<file path="config.mk">
export PLATFORM = sky130hd
export DESIGN_NAME = scpu_mem_arb
export DESIGN_NICKNAME = d
export VERILOG_FILES = /design/src/rtl/scpu_mem_arb.sv
export SDC_FILE = /design/constraint.sdc
export NUM_CORES = 1
export LEC_CHECK = 0
export ABC_AREA = 1
export CORE_ASPECT_RATIO = 1.4
export CORE_MARGIN = 10
export CORE_UTILIZATION = 33
export DETAILED_ROUTE_END_ITERATION = 12
export PLACE_DENSITY = 0.87
export SYNTH_ARGS = -nofsm -noshare
export SYNTH_HDL_FRONTEND = slang
export SYNTH_SLANG_ARGS = --single-unit
</file>
<file path="constraint.sdc">
create_clock -name clk -period 1.3 [get_ports clk]
set_input_delay 0.13 -clock clk [delete_from_list [all_inputs] [get_ports clk]]
set_output_delay 0.13 -clock clk [all_outputs]
set_load 0.05 [all_outputs]
</file>
<file path="src/rtl/scpu_mem_arb.sv">
// scpu_mem_arb: CPU/host arbiter for the shared 256x8 sync-read memory with starvation guard and bounded host lock
module scpu_mem_arb #(
    parameter int MAX_WAIT = 4,
    parameter int MAX_LOCK = 16
) (
    input  logic       clk,
    input  logic       rst,
    input  logic       cpu_req,
    input  logic       cpu_we,
    input  logic [7:0] cpu_addr,
    input  logic [7:0] cpu_wdata,
    output logic       cpu_gnt,
    output logic       cpu_rvalid,
    output logic [7:0] cpu_rdata,
    output logic       cpu_stall,
    input  logic       host_req,
    input  logic       host_we,
    input  logic [7:0] host_addr,
    input  logic [7:0] host_wdata,
    input  logic       host_lock,
    output logic       host_gnt,
    output logic       host_rvalid,
    output logic [7:0] host_rdata,
    output logic [7:0] mem_addr,
    output logic [7:0] mem_din,
    output logic       mem_wr,
    input  logic [7:0] mem_dout
);
    typedef enum logic {OPEN, LOCK} state_t;
    state_t     state;
    logic [3:0] starve_cnt;
    logic [7:0] lock_cnt;
    logic       relock_blk;
    logic [1:0] rd_owner;
    logic       host_owns;
    logic       host_turn;
    always_comb begin
        host_owns   = state == LOCK && host_lock;
        host_turn   = host_req && starve_cnt == 4'(MAX_WAIT);
        host_gnt    = !rst && (host_owns ? host_req : (host_turn || (host_req && !cpu_req)));
        cpu_gnt     = !rst && !host_owns && cpu_req && !host_turn;
        cpu_stall   = cpu_req && !cpu_gnt;
        mem_addr    = host_gnt ? host_addr : cpu_addr;
        mem_din     = host_gnt ? host_wdata : cpu_wdata;
        mem_wr      = host_gnt ? host_we : (cpu_gnt && cpu_we);
        cpu_rvalid  = !rst && rd_owner == 2'd1;
        host_rvalid = !rst && rd_owner == 2'd2;
        cpu_rdata   = cpu_rvalid ? mem_dout : 8'd0;
        host_rdata  = host_rvalid ? mem_dout : 8'd0;
    end
    always_ff @(posedge clk) begin
        if (rst) begin
            state      <= OPEN;
            starve_cnt <= 4'd0;
            lock_cnt   <= 8'd0;
            relock_blk <= 1'b0;
            rd_owner   <= 2'd0;
        end else begin
            rd_owner   <= (host_gnt && !host_we) ? 2'd2 : (cpu_gnt && !cpu_we) ? 2'd1 : 2'd0;
            starve_cnt <= (state == LOCK || host_gnt || !host_req) ? 4'd0
                        : starve_cnt + 4'(starve_cnt != 4'(MAX_WAIT));
            if (!host_lock) relock_blk <= 1'b0;
            if (state == OPEN) begin
                if (host_gnt && host_lock && !relock_blk) begin
                    state    <= LOCK;
                    lock_cnt <= 8'd1;
                end
            end else if (!host_lock) begin
                state <= OPEN;
            end else if (lock_cnt == 8'(MAX_LOCK)) begin
                state      <= OPEN;
                relock_blk <= 1'b1;
            end else begin
                lock_cnt <= lock_cnt + 8'd1;
            end
        end
    end
endmodule

</file>
==> out/results.ini, run 1 <==
[run_status]
status=did not finish
lastStage=global routing (5_1_grt)
firstError=[ERROR DPL-0038] Utilization greater than 100%, impossible to legalize

[synthesis]
synth-seq-cells=16
netlist_area_sq_um=1280
syn-num-nets=257
yosysSeqAreaShare=0.249
synth_top_area_frac=0.249
synth.largest_area_cell=dfxtp_1
yosysWarnings=0
synthTopCellsByArea=dfxtp_1 (25%), nand2_1 (21%), nor2_1 (9.9%)
syn_inst=206
synthDistinctLibCells=28
synth.avg_cell_area_sq_um=6.24

[clock_tree]
htree_levels=1
clkSinkCount=16
hold_buffers=0
clk_path_buf_depth=2
clock-root-buffer=clkbuf_8
cts_made_buffers=3

[timing]
timing.worst_endpoint.kind=output port
worstEndpointGrtRepair=cpu_stall

[floorplan]
initial_utilization=0.346
dieHeight_um=93.8
die_width_um=72.7
io_pins=85
rows=26

[place]
place_ws_ps=-409
post-dp-hpwl_um=5540
portBuffers=84
gp_congestion=0.831

[global_routing]
grt_max_degree=10

## timing repair
item	4_1_cts
endpoints found under the hold margin	0
gates resized for setup	63
endpoints found under the setup margin	50
setup buffers	10
pin swaps	25
gates cloned	2
## stage by stage
step | cells | hold WS [ps] | cell area (sq um) | setup TNS [ps]
2_1_floorplan | 206 | 195 | 1670 | -3630
3_3_place_gp | 357 | 440 | 3120 | -11440
3_5_place_dp | 357 | 451 | 3120 | -13680
4_1_cts | 373 | 417 | 3520 | -7870
## synth_stat cells
library cell,count
nand4_1,1
o21ai_0,1
nand2_8,1
nand2_1,72
dfxtp_1,16
inv_2,2
nand2_4,4
o21ai_4,1
inv_8,1
nand3_1,19
a21oi_1,6
nor2_4,3
buf_6,2
nor2_8,1
nor2_1,34
a21o_1,1
a21oi_2,3
nand2_2,1
xor2_1,1
o211ai_1,1
ha_1,4
or2_2,1
xnor2_1,1
nor3_1,1
buf_12,1
nor2_2,1
inv_1,25
nor3b_1,1
## cell families after synthesis
logic type,after synthesis,share of synthesized area
AO/OA/AOI/OAI,13,0.0721
XOR/XNOR,2,0.0136
adder cells (fa/ha/maj),4,0.0389
buffers and inverters,31,0.121
flip-flops,16,0.249
AND/OR/NAND/NOR,140,0.505
==> run 2, diff against run 1 <==
CORE_AREA = 10 10 71 73   (was unset)
CORE_ASPECT_RATIO = unset   (was 1.4)
CORE_MARGIN = unset   (was 10)
CORE_UTILIZATION = unset   (was 33)
DIE_AREA = 0 0 81 83   (was unset)
PLACE_DENSITY = unset   (was 0.87)
PLACE_DENSITY_LB_ADDON = 0.15   (was unset)
clock period = 1.7 ns   (was 1.3 ns; I/O delays follow)
==> run 2 against run 1 <==
Synthesized cell count is the same. The flow now finishes, with violations (negative setup slack). Area after synthesis unchanged.
==> out/results.ini, run 2 <==
[run_status]
status=finished with violations
violations=negative setup slack

[timing]
fin_ws_ps=-5.64
timing.fmax_ghz=0.586
setup_viol=1
period_needed_ps=1710
fin_tns_setup_ps=-5.64
relSlewSlack=0.809
drv_slew=0
rsz0062_at_grt=true
post-route-period-util=1.00
worst_pin_slew_ps=286
clock_skew_ps=6.66
hold_violations=0

[clock_tree]
cts_tree=built
cts_made_buffers=3
insertion_delay_ps=260
clkSinkCount=16
htree_levels=1
clkTransAtPathRegs_ps=70
clk_path_buf_depth=2
clock-root-buffer=clkbuf_8

[job]
cap_violations=0

[place]
place_area_sq_um=2640
dp.cells=345
gp_congestion=0.892
post-dp-hpwl_um=4420
portBuffers=84

[floorplan]
dieHeight_um=83
core_area_sq_um=3630
io_pins=85
die_area_sq_um=6720
initial_utilization=0.354
die_width_um=81
rows=22

[global_routing]
grt_pass1_wl_um=8150
grt_overflow=0
grt_pass1_vias=1464
grt_max_degree=18
antenna_found_initial=0
grt_use_total=0.151

[synthesis]
synth.largest_area_cell=dfxtp_1
yosysSeqAreaShare=0.249
synth_enable_flop_cells=0
synthTopCellsByArea=dfxtp_1 (25%), nand2_1 (21%), nor2_1 (9.9%)
syn-num-nets=257
synth.avg_cell_area_sq_um=6.24
synthDistinctLibCells=28
netlist_area_sq_um=1280
async_flop_share=0
ys_top_cells_by_count=nand2_1 (72), nor2_1 (34), inv_1 (25)
yosysWarnings=0
syn_inst=206
synth_top_area_frac=0.249
yosysMostFrequentCell=nand2_1
synth-main-ff-cell=dfxtp_1
synth-seq-cells=16

[drt]
wl_um=5950
met1_length_um=2330
wire_per_inst_um=16.3
drtIter0Drc=68
wl_met2_um=3160
highest_layer=met4
route.met3.wl_um=377
route.detailed.drc=0
via_per_inst=4.66
ant_nets=0
vias=1698
firstDrtPassIters=4

[layout]
fin_cells=364
regArea_sq_um=325
antenna_cells=0
final_cell_mix=nand2_1 (47), clkdlybuf4s50_1 (44), buf_12 (39)
final_common_cell=nand2_1
largestRegisters=lock_cnt x8, starve_cnt x4, rd_owner x2
multi_input_area_sq_um=982
final_cell_area_sq_um=2980
largest_reg_flops=8
area_growth_syn_to_layout_pct=132
nFillCells=217
top_register=lock_cnt
drive_gt1_frac=0.440
layout.nets=368

[setup_path]
rrSetupSlack_ps=230
cp.required_ps=1530
worstPathMaxFanout=5
startpoint_type=flop
crit_type=flop to output pin
end_kind=output pin
critPathArrivalTime_ps=1540

[pwr]
ir_drop_v=0.000388
p_per_area_nw_per_um2=460
p_leak_nw=1.32

[hold_path]
hold_class=input port to flop

## run 2: cell counts after synthesis
Identical to the previous run, type by type.
## run 2: cells by family after synthesis
| group | Yosys count | synth area share |
|---|---|---|
| buffers and inverters | 31 | 0.121 |
| flip-flops | 16 | 0.249 |
| AND/OR/NAND/NOR | 140 | 0.505 |
| AO/OA/AOI/OAI | 13 | 0.0721 |
| XOR/XNOR | 2 | 0.0136 |
| adder cells (fa/ha/maj) | 4 | 0.0389 |
## run 2: cell type report
class,count,area share
timing repair buffer,105,0.472
clock buffer,4,0.0185
sequential,16,0.109
inverter,28,0.0416
timing repair inverter,2,0.00841
tap,48,0.0202
multi-input combinational,161,0.330
## run 2: final timing paths
kind | from | end | cells after the start
max | state | mem_din[0] | 9
min | rst | lock_cnt[6] | 3
max reg2reg | state | lock_cnt[0] | 11
min reg2reg | relock_blk | relock_blk | 2
## run 2: repair_timing
action / in CTS / in global routing
endpoints found under the setup margin: 25 / 34
gates cloned: 1 / 3
endpoints found under the hold margin: 0 / 0
hold buffers: 0 / 0
resized for setup: 6 / 46
pin swaps: 1 / 12
buffers inserted: 0 / 11
## run 2: layer usage
metal,up-vias,GRT usage
met5,-,0
met4,0,0.0376
met3,7,0.0334
met2,54,0.269
met1,784,0.172
li1,853,-
## run 2: worst max-delay path, stage by stage (launching register included)
cell and delay, ps:
dfxtp_2 330, nand2_2 60, inv_2 50, nor2_4 150
nand2_4 110, buf_4 160, nand2_4 80, nand2_1 80
nand2_2 100, buf_12 140
## run 2: power breakdown
group | switching (mW) | total (mW) | internal (mW)
combinational | 0.322 | 0.638 | 0.316
sequential | 0.00546 | 0.385 | 0.380
clock | 0.141 | 0.347 | 0.206
## run 2: metrics by stage
step                total power, mW  setup slack (ps)  utilization  hold slack [ps]
floorplan                     0.647             -77.2            -              242
CTS                            1.32              8.41        0.751              451
detailed placement            0.969             -70.7        0.728              441
finish                         1.37             -5.64        0.819              237
global route                   1.42             -64.5        0.819              267
global placement              0.962             -19.6        0.728              442
No activity file was read; power rests on OpenSTA's default activity.
